--- src/rtl/load_store_unit_pkg.sv ---
`default_nettype none
// ============================================================================
// Module      : load_store_unit_pkg
// Description : Shared CPU widths, LSU/bus encodings and FSM state type.
// Revision    : 1.0 - initial release
// ============================================================================
package load_store_unit_pkg;

  localparam int CPU_ADDR_WIDTH = 32;
  localparam int CPU_DATA_WIDTH = 32;

  typedef enum logic [1:0] {
    LSU_IDLE  = 2'b00,
    LSU_BYTE  = 2'b01,
    LSU_HWORD = 2'b10,
    LSU_WORD  = 2'b11
  } lsu_cmd_e;

  typedef enum logic [1:0] {
    BUS_IDLE  = 2'b00,
    BUS_WRITE = 2'b01,
    BUS_READ  = 2'b10
  } bus_cmd_e;

  typedef enum logic [1:0] {
    RESP_NULL = 2'b00,
    RESP_DVA  = 2'b01,
    RESP_ERR  = 2'b11
  } bus_resp_e;

  typedef enum logic [1:0] {
    ST_IDLE = 2'd0,
    ST_CMD  = 2'd1,
    ST_RESP = 2'd2
  } lsu_state_e;

  // Halfwords need an even address, words a 4-byte aligned one.
  function automatic logic is_misaligned(input logic [1:0] size,
                                         input logic [1:0] addr_lo);
    case (size)
      LSU_HWORD: return addr_lo[0];
      LSU_WORD:  return (addr_lo != 2'b00);
      default:   return 1'b0;
    endcase
  endfunction

endpackage
`default_nettype wire

--- src/rtl/lsu_lane_steer.sv ---
`default_nettype none
// ============================================================================
// Module      : lsu_lane_steer
// Description : Byte-lane steering for stores and zero-extending load extract.
// Revision    : 1.0 - initial release
// ============================================================================
module lsu_lane_steer
  import load_store_unit_pkg::*;
(
  input  logic [1:0]                i_size,
  input  logic [1:0]                i_addr_lo,
  input  logic [CPU_DATA_WIDTH-1:0] i_wdata,
  input  logic [CPU_DATA_WIDTH-1:0] i_rdata,
  output logic [3:0]                o_be,
  output logic [CPU_DATA_WIDTH-1:0] o_wdata,
  output logic [CPU_DATA_WIDTH-1:0] o_rdata
);

  localparam logic [CPU_DATA_WIDTH-1:0] C_MASK_BYTE  = 32'h0000_00FF;
  localparam logic [CPU_DATA_WIDTH-1:0] C_MASK_HWORD = 32'h0000_FFFF;
  localparam logic [CPU_DATA_WIDTH-1:0] C_MASK_WORD  = 32'hFFFF_FFFF;

  logic [CPU_DATA_WIDTH-1:0] w_mask;
  logic [CPU_DATA_WIDTH-1:0] w_shifted;

  always_comb begin
    o_be    = 4'b0000;
    o_wdata = i_wdata;
    w_mask  = '0;
    case (i_size)
      LSU_BYTE: begin
        o_be    = 4'b0001 << i_addr_lo;
        o_wdata = {4{i_wdata[7:0]}};
        w_mask  = C_MASK_BYTE;
      end
      LSU_HWORD: begin
        o_be    = i_addr_lo[1] ? 4'b1100 : 4'b0011;
        o_wdata = {2{i_wdata[15:0]}};
        w_mask  = C_MASK_HWORD;
      end
      LSU_WORD: begin
        o_be    = 4'b1111;
        w_mask  = C_MASK_WORD;
      end
      default: ;
    endcase
  end

  assign w_shifted = i_rdata >> {i_addr_lo, 3'b000};
  assign o_rdata   = w_shifted & w_mask;

endmodule
`default_nettype wire

--- src/rtl/load_store_unit.sv ---
`default_nettype none
// ============================================================================
// Module      : load_store_unit
// Description : Single-outstanding load/store unit bridging the core to a
//               word-addressed command/response bus.
// Revision    : 1.0 - initial release
// ============================================================================
module load_store_unit
  import load_store_unit_pkg::*;
(
  input  logic                      clk,
  input  logic                      rst,
  input  logic [CPU_ADDR_WIDTH-1:0] lsu_addr,
  input  logic [CPU_DATA_WIDTH-1:0] lsu_wdata,
  input  logic [1:0]                lsu_cmd,
  input  logic                      lsu_rnw,
  output logic [CPU_DATA_WIDTH-1:0] lsu_rdata,
  output logic                      lsu_busy,
  output logic                      lsu_err_align,
  output logic                      lsu_err_bus,
  output logic [CPU_ADDR_WIDTH-1:0] bus_addr,
  output logic [1:0]                bus_cmd,
  output logic [CPU_DATA_WIDTH-1:0] bus_wdata,
  output logic [3:0]                bus_be,
  input  logic                      bus_cmd_accept,
  input  logic [CPU_DATA_WIDTH-1:0] bus_rdata,
  input  logic [1:0]                bus_resp
);

  lsu_state_e                r_state;
  lsu_state_e                w_next_state;
  logic [CPU_ADDR_WIDTH-1:0] r_addr;
  logic [CPU_DATA_WIDTH-1:0] r_wdata;
  logic [1:0]                r_size;
  logic                      r_rnw;
  logic [CPU_DATA_WIDTH-1:0] r_rdata;
  logic                      r_err_align;
  logic                      r_err_bus;
  logic                      w_start;
  logic                      w_misalign;
  logic                      w_load_done;
  logic                      w_bus_err;
  logic [CPU_DATA_WIDTH-1:0] w_ld_data;

  always_ff @(posedge clk or posedge rst) begin
    if (rst) r_state <= ST_IDLE;
    else     r_state <= w_next_state;
  end

  always_comb begin
    w_next_state = r_state;
    bus_cmd      = BUS_IDLE;
    lsu_busy     = 1'b1;
    w_start      = 1'b0;
    w_misalign   = 1'b0;
    w_load_done  = 1'b0;
    w_bus_err    = 1'b0;
    case (r_state)
      ST_IDLE: begin
        lsu_busy = (lsu_cmd != LSU_IDLE);
        if (lsu_cmd != LSU_IDLE) begin
          if (is_misaligned(lsu_cmd, lsu_addr[1:0])) begin
            w_misalign = 1'b1;
          end else begin
            w_start      = 1'b1;
            w_next_state = ST_CMD;
          end
        end
      end
      ST_CMD: begin
        bus_cmd = r_rnw ? BUS_READ : BUS_WRITE;
        if (bus_cmd_accept) w_next_state = ST_RESP;
      end
      ST_RESP: begin
        // NULL keeps waiting; stores complete on DVA just like loads.
        if (bus_resp == RESP_DVA) begin
          w_load_done  = r_rnw;
          w_next_state = ST_IDLE;
        end else if (bus_resp == RESP_ERR) begin
          w_bus_err    = 1'b1;
          w_next_state = ST_IDLE;
        end
      end
      default: begin
        lsu_busy     = 1'b0;
        w_next_state = ST_IDLE;
      end
    endcase
  end

  always_ff @(posedge clk or posedge rst) begin
    if (rst) begin
      r_addr      <= '0;
      r_wdata     <= '0;
      r_size      <= LSU_IDLE;
      r_rnw       <= 1'b0;
      r_rdata     <= '0;
      r_err_align <= 1'b0;
      r_err_bus   <= 1'b0;
    end else begin
      r_err_align <= w_misalign;
      r_err_bus   <= w_bus_err;
      if (w_start) begin
        r_addr  <= lsu_addr;
        r_wdata <= lsu_wdata;
        r_size  <= lsu_cmd;
        r_rnw   <= lsu_rnw;
      end
      if (w_load_done) r_rdata <= w_ld_data;
    end
  end

  // Bus-side byte enables/data and load extraction all derive from latched state.
  lsu_lane_steer u_lane_steer (
    .i_size    (r_size),
    .i_addr_lo (r_addr[1:0]),
    .i_wdata   (r_wdata),
    .i_rdata   (bus_rdata),
    .o_be      (bus_be),
    .o_wdata   (bus_wdata),
    .o_rdata   (w_ld_data)
  );

  assign bus_addr      = {r_addr[CPU_ADDR_WIDTH-1:2], 2'b00};
  assign lsu_rdata     = r_rdata;
  assign lsu_err_align = r_err_align;
  assign lsu_err_bus   = r_err_bus;

endmodule
`default_nettype wire

--- config.mk ---
export PLATFORM = sky130hd
export DESIGN_NAME = load_store_unit
export DESIGN_NICKNAME = d
export VERILOG_FILES = /design/src/rtl/load_store_unit_pkg.sv /design/src/rtl/lsu_lane_steer.sv /design/src/rtl/load_store_unit.sv
export SDC_FILE = /design/constraint.sdc
export NUM_CORES = 1
export LEC_CHECK = 0
export CAP_MARGIN = 10
export CORE_ASPECT_RATIO = 1.2
export CORE_MARGIN = 1.5
export CORE_UTILIZATION = 48
export DETAILED_ROUTE_END_ITERATION = 12
export PLACE_DENSITY = 0.84
export SETUP_SLACK_MARGIN = 0.02
export SLEW_MARGIN = 20
export SYNTH_ARGS = -nofsm -noshare
export SYNTH_HDL_FRONTEND = slang
export SYNTH_HIERARCHICAL = 1
export SYNTH_SLANG_ARGS = --single-unit
--- constraint.sdc ---
create_clock -name clk -period 5.47 [get_ports clk]
set_clock_uncertainty 0.1 [all_clocks]
set_input_delay 0.8205 -clock clk [delete_from_list [all_inputs] [get_ports clk]]
set_output_delay 0.8205 -clock clk [all_outputs]
set_load 0.02 [all_outputs]
==> run_results.csv, run 1 <==
group,metric,value,unit
setup_path,critPathBufInv,3,
power_and_ir_drop,leakage,0.00326,µW
power_and_ir_drop,pwr-share-comb,59.0,%
clocking,worstSkewPairLatency,0.34,ns
sta,period_needed,3.73,ns
placed_design,place.gp.congestion,0.858,
cells_and_area,antenna_cells,0,
logic_synthesis,synth-main-ff-cell,"dfrtp_1",
logic_synthesis,syn_area,5350,µm²
die,ioPinCount,209,
setup_path,path_depth,6,
clocking,cts_root_buf,"clkbuf_16",
clocking,clk_pin_slew,0.07,ns
cells_and_area,postLayoutCoreUtil,68.3,%
logic_synthesis,synth_edf_count,0,
logic_synthesis,synth_largest_area_cell,"dfrtp_1",
logic_synthesis,synth_warnings,6,
hold_path,worstHoldStart,"r_wdata[22]",
global_route,grt.total_usage,24.0,%
die,core-area,10900,µm²
power_and_ir_drop,p_int,2940,µW
die,die_area,11800,µm²
setup_path,cp-start-kind,"flop",
clocking,htree_levels,3,
sta,setup_violations,0,
setup_path,critPathMaxFanout,34,
die,die_w,99.4,µm
placed_design,hpwl,10300,µm
setup_path,cp.required,4.55,ns
setup_path,cpMaxStageDelayCell,"clkdlybuf4s50_1",
routing,via_count,4029,
logic_synthesis,ys_seq_area_share,48.2,%
logic_synthesis,synth_area_leaders,"dfrtp_1 48%, mux2_2 15%, mux2_1 6.1%, buf_4 5.8%, mux2i_1 3.0%",
routing,drc_errors,0,
global_route,antenna_found_initial,0,
clocking,holdBufCountCts,0,
status,status,"finished, final reports clean",
clocking,post_cts_resized,0,
sta,maxSlewHeadroom,45.1,%
die,die_h,119,µm
routing,viasPerCell,5.39,
die,start_util,49.0,%
logic_synthesis,synthCells,453,
power_and_ir_drop,p_switching,2090,µW
sta,worst_hold_slack,0.393,ns
logic_synthesis,ys_types,37,
sta,fin_crit_sh,68.1,%
setup_path,criticalPathCategory,"reg -> out",
routing,totalWireLength,14000,µm
routing,ant_nets,0,
setup_path,critical_path_arrival,2.81,ns
power_and_ir_drop,power_density,673,nW/µm²
logic_synthesis,synthArstFlopShare,100,%
hold_path,hold_path.class,"reg -> reg",
sta,fmax,0.268,GHz
routing,drt-pass1-iter-count,4,
hold_path,holdPathStages,1,
sta,fin_tns_setup,0,ns
global_route,grt_remaining_overflow,0,
setup_path,r2r_setup_slack,2.81,ns
setup_path,reg2reg_to,"r_addr[25]",
clocking,numCtsBuffers,9,
global_route,grt_pass1_wl,22000,µm
setup_path,r2r-start,"r_state[0]",
setup_path,path_cells,"inv_1, ha_1, buf_4, and2_1, a22o_1, clkdlybuf4s50_1",
logic_synthesis,ys_ff_latch,103,
routing,drt_iter0_markers,161,
clocking,cts_max_path_buffers,2,
die,fp-row-count,42,
cells_and_area,finalNetCount,725,
setup_path,crit_family,"buffers and inverters",
global_route,grt_max_degree,65,
routing,wire_per_inst,18.8,µm
global_route,first_global_vias,4358,
setup_path,critPathCaptureType,"output port",
power_and_ir_drop,clkPwrFrac,13.6,%
sta,grt_setup_unrepaired,"false",
power_and_ir_drop,seqPwrFrac,27.4,%
clocking,cts_tree,"done",
power_and_ir_drop,ir_drop,0.000387,V
setup_path,slowest_delay,0.64,ns
placed_design,numPortBuffers,206,
sta,finalMaxSlewViolations,0,
job,maxCapViolCount,0,
hold_path,min_to,"r_wdata[22]",
sta,tightest_slew,0.821,ns
setup_path,r2r_cells,6,
cells_and_area,areaGrowthSynthToFinish,39.6,%
power_and_ir_drop,p_sw_share,41.5,%
sta,hold_violations,0,
logic_synthesis,yosysTopAreaCellShare,48.2,%
logic_synthesis,avgSynthCellArea,11.8,µm²
cells_and_area,drive_gt1_share,15.3,%
clocking,clock_sinks,103,
clocking,cts_setup_buffers,0,
==> layer usage <==
metal / wire [µm] / global-route usage [%] / vias up / part of all wire (%)
li1: - / - / 1852 / -
met4: 390 / 9.42 / 0 / 2.8
met5: 0 / 0 / - / 0
met2: 7050 / 41.3 / 220 / 50
met1: 5160 / 26.4 / 1928 / 37
met3: 1420 / 9.28 / 29 / 10
==> state kept, by name (all words and copies together), names as in the netlist <==
signal / flops
lsu_err_align: 1
r_wdata: 32
lsu_err_bus: 1
r_size: 2
r_rnw: 1
r_state: 2
lsu_rdata: 32
r_addr: 32
==> synth_stat cells, drive strengths merged, types with 2 or more instances <==
cell type    n
a211oi      17
a21o         2
a21oi       14
a22o         8
a22oi        8
and2        10
and2b        5
and3         2
buf         60
clkbuf       6
dfrtp      103
ha          11
inv         19
mux2        99
mux2i       16
nand2       16
nand2b       4
nor2        23
nor2b        3
o21ai        3
o22ai       17
==> power groups by stage <==
stage / sequential (µW) / clock [µW] / combinational (µW)
2_1_floorplan: 1390 / 0 / 1880
3_3_place_gp: 1370 / 0 / 2900
3_5_place_dp: 1390 / 0 / 2960
4_1_cts: 1380 / 696 / 2980
5_1_grt: 1420 / 731 / 3140
6_report: 1380 / 683 / 2970
==> through the flow <==
step                cells  setup WS, ns  total power, µW  cell area [µm²]
floorplan             454          1.85             3260             5360
global placement      731          2.19             4270             7160
detailed placement    731          2.16             4350             7160
CTS                   747          1.77             5050             7470
global route          747          1.61             5290             7470
finish                747          1.74             5030             7470
==> cell families after synthesis <==
logic type	Yosys count	synth area share [%]
AO/OA/AOI/OAI	72	9.17
adder cells (fa/ha/maj)	11	2.57
buffers and inverters	85	10.2
flip-flops	103	48.2
multiplexers	115	23.8
other	1	0.0701
AND/OR/NAND/NOR	66	6.03
==> worst register-to-register path, cell delays in order (launching register included) <==
cell     delay (ns)
dfrtp_1        0.43
inv_1          0.12
ha_1           0.24
o21ai_1        0.14
a21oi_4        0.42
buf_4          0.65
mux2_2         0.45
==> worst max-delay path by stage <==
stage | from | to | slack (ns)
6_report | r_size[0] | bus_wdata[10] | 1.74
5_1_grt | r_size[0] | bus_wdata[10] | 1.61
4_1_cts | r_size[0] | bus_wdata[10] | 1.77
3_5_place_dp | r_size[0] | bus_wdata[11] | 2.16
3_3_place_gp | r_size[0] | bus_wdata[11] | 2.19
2_1_floorplan | rst | lsu_err_align | 1.85
==> final cells by class <==
type	count	area, µm²
sequential	103	2580
multi-input combinational	266	2240
clock buffer	10	229
fill	800	3460
clock inverter	6	85.1
tap	132	165
timing repair buffer	211	2100
inverter	19	73.8
==> layout by cell type (no fill, tap or decap), drive strengths merged, types with 14 or more instances in the layout <==
cell type,n
clkdlybuf4s50,206
dfrtp,103
mux2,99
nor2,23
inv,19
o22ai,17
a211oi,17
nand2,16
mux2i,16
a21oi,14
(Power assumes the default switching activity.)
==> inputs of run 2 (changes only) <==
--- a/config.mk
+++ b/config.mk
@@ -8,9 +8,9 @@
 export CAP_MARGIN = 10
 export CORE_ASPECT_RATIO = 1.2
 export CORE_MARGIN = 1.5
-export CORE_UTILIZATION = 48
+export CORE_UTILIZATION = 40
 export DETAILED_ROUTE_END_ITERATION = 12
-export PLACE_DENSITY = 0.84
+export PLACE_DENSITY = 0.74
 export SETUP_SLACK_MARGIN = 0.02
 export SLEW_MARGIN = 20
 export SYNTH_ARGS = -nofsm -noshare
==> constraint.sdc (replaced) <==
create_clock -name clk -period 3.3 [get_ports clk]
set_clock_uncertainty 0.1 [all_clocks]
set_input_delay 0.495 -clock clk [delete_from_list [all_inputs] [get_ports clk]]
set_output_delay 0.495 -clock clk [all_outputs]
set_load 0.02 [all_outputs]
==> run 2 against run 1 <==
Final area increased by 0.77%. Sequential power increased by 64%. Register-to-register slack got worse by 1.7 ns. Total power increased by 63%. Combinational power increased by 66%. Die area increased by 19%. Non-clock buffer count increased by 2. Via count decreased by 0.57%. Critical path type unchanged. Largest power group unchanged.
==> run_results.csv, run 2 (synthesis results as in run 1) <==
group,metric,value,unit
global_route,grt_remaining_overflow,0,
placed_design,place.gp.congestion,0.850,
setup_path,critPathCaptureType,"output port",
clocking,htree_levels,3,
placed_design,numPortBuffers,206,
clocking,clk_pin_slew,0.07,ns
cells_and_area,finalNetCount,727,
routing,drt_iter0_markers,175,
setup_path,r2r-start,"r_size[0]",
power_and_ir_drop,p_int,4770,µW
global_route,grt_pass1_wl,21600,µm
power_and_ir_drop,power_density,1090,nW/µm²
clocking,cts_root_buf,"clkbuf_16",
die,fp-row-count,46,
routing,wire_per_inst,17.8,µm
clocking,cts_setup_buffers,0,
hold_path,holdPathStages,1,
setup_path,r2r_cells,5,
sta,fin_tns_setup,0,ns
clocking,holdBufCountCts,0,
status,status,"finished, final reports clean",
routing,viasPerCell,5.10,
cells_and_area,drive_gt1_share,16.2,%
routing,drt-pass1-iter-count,4,
global_route,first_global_vias,4167,
power_and_ir_drop,p_sw_share,41.7,%
power_and_ir_drop,pwr-share-comb,60.3,%
cells_and_area,final_cells,785,
routing,via_count,4006,
sta,finalMaxSlewViolations,0,
die,die_area,14100,µm²
setup_path,cp.required,2.70,ns
cells_and_area,postLayoutCoreUtil,57.4,%
routing,dr.max_layer_used,"met4",
die,ioPinCount,209,
sta,maxSlewHeadroom,45.3,%
clocking,clock_sinks,103,
clocking,worstSkewPairLatency,0.33,ns
power_and_ir_drop,leakage,0.00325,µW
sta,setup_violations,0,
setup_path,cp-start-kind,"flop",
placed_design,numPlacedInstances,769,
setup_path,reg2reg_to,"lsu_rdata[10]",
global_route,grt.total_usage,19.8,%
clocking,cts_tree,"done",
hold_path,min_to,"r_wdata[22]",
cells_and_area,final_common_cell,"clkdlybuf4s50_1",
clocking,cts_max_path_buffers,2,
sta,period_needed,3.09,ns
clocking,numCtsBuffers,9,
power_and_ir_drop,seqPwrFrac,27.7,%
global_route,grt_max_degree,104,
sta,timing.final.ws_setup,0.211,ns
routing,drt-met1-wl,5490,µm
cells_and_area,layout_common_cells,"205 x clkdlybuf4s50_1, 103 x dfrtp_1, 70 x mux2_2, 29 x mux2_1, 23 x nor2_1",
sta,fmax,0.324,GHz
sta,tightest_slew,0.819,ns
routing,dr_wl_met2,6840,µm
placed_design,hpwl,10300,µm
sta,grt_setup_unrepaired,"false",
routing,ant_nets,0,
setup_path,critical_path_arrival,2.49,ns
die,start_util,40.8,%
die,die_h,130,µm
routing,wl_met3,1320,µm
hold_path,worstHoldStart,"r_wdata[22]",
job,maxCapViolCount,0,
hold_path,hold_path.class,"reg -> reg",
cells_and_area,areaGrowthSynthToFinish,40.7,%
power_and_ir_drop,ir_drop,0.000540,V
power_and_ir_drop,power.total,8180,µW
die,core-area,13100,µm²
die,die_w,109,µm
global_route,antenna_found_initial,0,
setup_path,r2r_setup_slack,1.10,ns
sta,fin_crit_sh,93.6,%
placed_design,post-place-ws,0.444,ns
setup_path,criticalPathCategory,"reg -> out",
cells_and_area,antenna_cells,0,
sta,hold_violations,0,
power_and_ir_drop,p_switching,3410,µW
power_and_ir_drop,clkPwrFrac,12.0,%
routing,drc_errors,0,
routing,totalWireLength,14000,µm
setup_path,critPathMaxFanout,22,
## run 2: through the flow
step / hold slack [ns] / instance area, µm²
2_1_floorplan: 0.358 / 5360
3_3_place_gp: 0.372 / 7240
3_5_place_dp: 0.379 / 7240
4_1_cts: 0.395 / 7520
5_1_grt: 0.402 / 7530
6_report: 0.395 / 7530
## run 2: timing repair
action                                 4_1_cts  5_1_grt
gates resized for setup                      0        5
endpoints found under the hold margin        0        0
setup endpoints to repair                    0       22
## run 2: how the worst max path moves through the flow
| stage | startpoint | end | slack (ns) | cells past startpoint |
|---|---|---|---|---|
| after detailed placement | r_size[0] | bus_wdata[11] | 0.44 | 5 |
| after floorplan | r_size[0] | bus_wdata[26] | 1.07 | 6 |
| after CTS | r_size[0] | bus_wdata[10] | 0.04 | 5 |
| after global routing | r_size[0] | bus_wdata[21] | 0.04 | 6 |
| final | r_size[0] | bus_wdata[21] | 0.21 | 6 |
| after global placement | r_size[0] | bus_wdata[10] | 0.54 | 5 |
## run 2: power groups by stage
stage               sequential (µW)  combinational [µW]  clock [µW]
floorplan                      2300                3110           0
global placement               2260                4860           0
detailed placement             2290                4940           0
CTS                            2280                4960        1020
global route                   2350                5260        1070
finish                         2270                4930         985
## run 2: cell type report
| type | count | area (µm²) |
|---|---|---|
| well taps | 168 | 210 |
| flip-flops and latches | 103 | 2580 |
| inverters | 19 | 75.1 |
| repair buffers | 213 | 2140 |
| clock buffers | 10 | 229 |
| clock inverters | 6 | 45.0 |
| multi-input cells | 266 | 2250 |
| fillers | 1166 | 5590 |
## run 2: layer usage
layer  vias up  track usage, %
li1       1855               -
met1      1952            23.2
met2       179            34.2
met3        20            6.79
met4         0            5.96
met5         -               0
## run 2: critical path, stage by stage, from the launching register on
cell	delay (ns)
dfrtp_1	0.45
inv_1	0.10
ha_2	0.46
buf_4	0.28
nand2_1	0.09
o22ai_1	0.14
clkdlybuf4s50_1	0.63
==> variant 1: new RTL, flow settings as in run 1 <==
The 3 states of `lsu_state_e` get a one-hot encoding in 3 bits.
--- a/src/rtl/load_store_unit_pkg.sv
+++ b/src/rtl/load_store_unit_pkg.sv
@@ -28,10 +28,10 @@
     RESP_ERR  = 2'b11
   } bus_resp_e;
 
-  typedef enum logic [1:0] {
-    ST_IDLE = 2'd0,
-    ST_CMD  = 2'd1,
-    ST_RESP = 2'd2
+  typedef enum logic [2:0] {
+    ST_IDLE = 3'b001,
+    ST_CMD  = 3'b010,
+    ST_RESP = 3'b100
   } lsu_state_e;
 
   // Halfwords need an even address, words a 4-byte aligned one.
Behaviour: no difference found for any inputs over 4 cycles, from zero or initial values and one cycle with rst high; so few cycles prove little.
==> variant 1 against run 1 <==
Sequential cell count grew 1. Count of clock-buffer cells in the layout grew 1. First-iteration DRC count grew 29%. Wire length shrank 3.4%. Synthesized area grew 0.40%. Die area grew 0.39%. Cell area is essentially flat. Worst setup slack lost 0.28 ns. Global-route usage shrank 0.62 points. Power shrank 7.3%. Final cell count shrank 0.40%.
==> variant 1: results (changes against run 1) <==
switching portion of total power 0.4057 (-0.009373); max frequency 0.2498 GHz (-6.9%); status finished, final reports clean; number of global-route vias before repair 4,281 (-1.8%); Comb group 0.00267 W (-10%); Total GRT Usage 0.2336 (-0.006156); routability congestion estimate 0.8424 (-1.8%); DP HPWL 9791 µm (-4.8%); WHS 0.4049 ns (+0.01217 ns); Metal-1 WL 5444 µm (+5.5%); Commonest cells post-synth dfrtp_1, mux2_2, buf_4; r2r endpoint r_wdata[21]$_DFFE_PP0P_; post-synth cell types 43 (+16%); Critical Path Sink bus_wdata[11]; WL/cell 18.21 µm (-3.0%); M1 GR Usage 0.2782 (+0.01420); CP max stage cell ha_1; Worst EP arrival 3.08 ns (+0.27 ns); routed wl met3 1068 µm (-25%); initial drt markers 207 (+29%); share of layout cells above drive strength 1 0.1748 (+0.02199); Vias 3,979 (-1.2%); Place WS 1.844 ns (-0.3149 ns); post-synthesis sequential area ratio 0.4846 (+0.002984); Seq power 0.00130 W (-6%); met2 GRT Util 0.4041 (-0.008562); grt met3 use 0.07218 (-0.02066); Reg2Reg Setup Slack 2.84 ns (+0.03 ns); slew of the pin with the lowest slew margin 0.9394 ns (+0.1183 ns); FF-to-FF Start r_state[0]$_DFFE_PP1P_
variant 1: cell count changes after synthesis, moves of 2 or more:
| cell | delta |
|---|---|
| and3_1 | -2 |
| mux2_2 | +10 |
| nor3b_1 | +2 |
| buf_4 | +4 |
| buf_2 | -6 |
| ha_1 | -5 |
| inv_1 | -5 |
| nand3b_1 | +2 |
| clkbuf_1 | +2 |
| mux2_1 | -11 |
variant 1: logic make-up (layout without fill, tap and decap cells):
family                   after synthesis  count (layout)  share of synthesized area
AO/OA/AOI/OAI                         72              72                    0.09409
AND/OR/NAND/NOR                       73              73                    0.06986
flip-flops                           104             104                     0.4846
other                                  1               2                  0.0006980
buffers and inverters                 81             240                    0.09990
multiplexers                         114             114                     0.2352
adder cells (fa/ha/maj)                6               6                    0.01397
XOR/XNOR                               1               1                   0.001630
variant 1: worst min-delay path by stage:
stage,start,end,cells after the start
floorplan,r_wdata[16]$_DFFE_PP0P_,r_wdata[16]$_DFFE_PP0P_,1
global placement,r_wdata[16]$_DFFE_PP0P_,r_wdata[16]$_DFFE_PP0P_,1
detailed placement,r_wdata[16]$_DFFE_PP0P_,r_wdata[16]$_DFFE_PP0P_,1
CTS,r_wdata[16]$_DFFE_PP0P_,r_wdata[16]$_DFFE_PP0P_,1
global route,r_addr[30]$_DFFE_PP0P_,r_addr[30]$_DFFE_PP0P_,1
finish,r_wdata[16]$_DFFE_PP0P_,r_wdata[16]$_DFFE_PP0P_,1
variant 1: final cells by class:
cell class / instances / area (µm²)
clock buffer: 11 / 242.7
clock inverter: 5 / 80.08
fill: 808 / 3508
inverter: 14 / 55.05
multi-input combinational: 268 / 2236
sequential: 104 / 2604
tap: 132 / 165.2
timing repair buffer: 210 / 2092
==> variant 2: new RTL, flow settings as in run 1 <==
Made on the original files. Remove the case item `LSU_BYTE` of the case on `i_size`.
--- a/src/rtl/lsu_lane_steer.sv
+++ b/src/rtl/lsu_lane_steer.sv
@@ -28,11 +28,6 @@
     o_wdata = i_wdata;
     w_mask  = '0;
     case (i_size)
-      LSU_BYTE: begin
-        o_be    = 4'b0001 << i_addr_lo;
-        o_wdata = {4{i_wdata[7:0]}};
-        w_mask  = C_MASK_BYTE;
-      end
       LSU_HWORD: begin
         o_be    = i_addr_lo[1] ? 4'b1100 : 4'b0011;
         o_wdata = {2{i_wdata[15:0]}};
Behaviour: not the same (a bounded check fails within 4 cycles, from zero or initial values and one cycle with rst high).
==> variant 2 against run 1 <==
Synthesized area is 3.0% lower. Cell area is 2.0% lower. Die area is 2.9% lower. First-iteration DRC count is 34% lower. Sequential cell count stayed put. Worst setup slack better by 0.45 ns. Synthesized cell count is 13% lower. Wire length is 12% lower. Power is 9.6% lower. Largest power group unchanged. Highest routed layer unchanged.
==> variant 2: results (changes against run 1) <==
YS warnings 6 (unchanged); ClkCell Share 0.04872 (+0.006681); switching portion of total power 0.3663 (-0.04868); Commonest cells post-synth dfrtp_1, mux2_2, buf_4; Final nets 659 (-9.1%); clk slew on worst S/H paths 0.07 ns (about the same); ant diodes 0 (unchanged); initial antenna violation count 0 (unchanged); number of global-route vias before repair 3,869 (-11%); routed wl met3 1162 µm (-18%); Detailed Routing Iterations Pass 1 4 (unchanged); Root Driver clkbuf_16; largest net degree at the start of global routing 57 (-12%); share of layout cells above drive strength 1 0.2018 (+0.04896); register area 2577 µm² (unchanged); Total GRT Usage 0.2195 (-0.02023); vias per cell 5.212 (-3.4%); status finished, final reports clean; Top Layer Used met4; Clk. pwr 0.000744 W (+8.9%); post-synthesis sequential area ratio 0.4966 (+0.01498); #FFs+latches synth 103 (unchanged); clk_lat worst skew 0.34 ns (about the same); met2 GRT Util 0.3802 (-0.03244); P_leak 3.197 nW (-1.8%); Setup Buffers After CTS 0 (unchanged); post-CTS sizing 0 (unchanged); synth top area cells dfrtp_1, mux2_2, buf_4, mux2_1, mux2i_1; number of fill cells in the layout 746 (-6.8%); M1 GR Usage 0.2455 (-0.01856); Non-CTS buffers 211 (unchanged); Worst EP arrival 2.35 ns (-0.46 ns); initial drt markers 107 (-34%); Metal-1 WL 4691 µm (-9.1%); number of CTS-inserted buffers 9 (unchanged); first-pass GRT wire length 19,510 µm (-11%); delay of the slowest cell on the worst path 0.63 ns; Post-synth top flop dfrtp_1; most crowded layer after global routing met2; buffering overhead 0.2868 (+0.005813); multi-input logic area 2092 µm² (-6.6%); CP max stage cell clkdlybuf4s50_1; Inverters 8 (-11); asr flop ratio synth 1.000 (unchanged); clock buf count 11 (+1); Buffers on Ports 206 (unchanged); Clock Path Buffers 2 (unchanged); # setup viols final 0 (unchanged); grt met3 use 0.07957 (-0.01327); post-synth cell types 35 (-5.4%); slew of the pin with the lowest slew margin 0.6841 ns (-0.1370 ns); final wirelength 12,340 µm (-12%); peak supply drop 0.0003664 V (-5.3%); metal2 WL 6140 µm (-13%); Combinational Power Share 0.538 (-0.052); Max FO, Critical Path 5 (-85%); multi-input gates 217 (-18%); routability congestion estimate 0.8575 (about the same); DP HPWL 9346 µm (-9.2%)
## variant 2: cell types whose count changed in the layout (fill, tap and decap cells not counted), moves of 10 or more
cell | run 1 | this run
a211oi_1 | 17 | 1
a21oi_1 | 13 | 1
inv_1 | 17 | 7
mux2_4 | 0 | 10
nand2_1 | 16 | 1
nor2_1 | 23 | 11
## variant 2: cells by family (layout without fill, tap and decap cells)
kind of cell	count (synthesis)	after routing	share of synthesized area
fa+ha+maj	5	5	0.01205
compound gates	26	26	0.03086
flops	103	103	0.4966
mux	139	139	0.3030
simple gates	45	45	0.05424
buf+inv	77	235	0.1025
other cells	1	2	0.0007225
## variant 2: worst paths after layout
kind / from / to / slack (ns) / cells past startpoint
hold / removal: r_wdata[19]$_DFFE_PP0P_ / r_wdata[19]$_DFFE_PP0P_ / 0.39 / 1
setup reg to reg: r_state[0]$_DFFE_PP0P_ / r_wdata[28]$_DFFE_PP0P_ / 2.96 / 6
max in group asynchronous: rst / r_wdata[20]$_DFFE_PP0P_ / 3.33 / 3
setup / recovery: lsu_cmd[1] / lsu_busy / 2.20 / 4
hold reg to reg: r_wdata[19]$_DFFE_PP0P_ / r_wdata[19]$_DFFE_PP0P_ / 0.39 / 1
min in group asynchronous: rst / lsu_rdata[21]$_DFFE_PP0P_ / 0.80 / 2
## variant 2: metrics by stage
step | total power, W | cell area (µm²) | setup WS (ns) | util | std cells
2_1_floorplan | 0.003019 | 5194 | 1.846 | - | 397
3_3_place_gp | 0.003752 | 6963 | 2.192 | 0.6621 | 668
3_5_place_dp | 0.003827 | 6963 | 2.185 | 0.6621 | 668
4_1_cts | 0.004597 | 7320 | 2.181 | 0.6960 | 684
5_1_grt | 0.004789 | 7320 | 2.123 | 0.6960 | 684
6_report | 0.004546 | 7320 | 2.196 | 0.6960 | 684
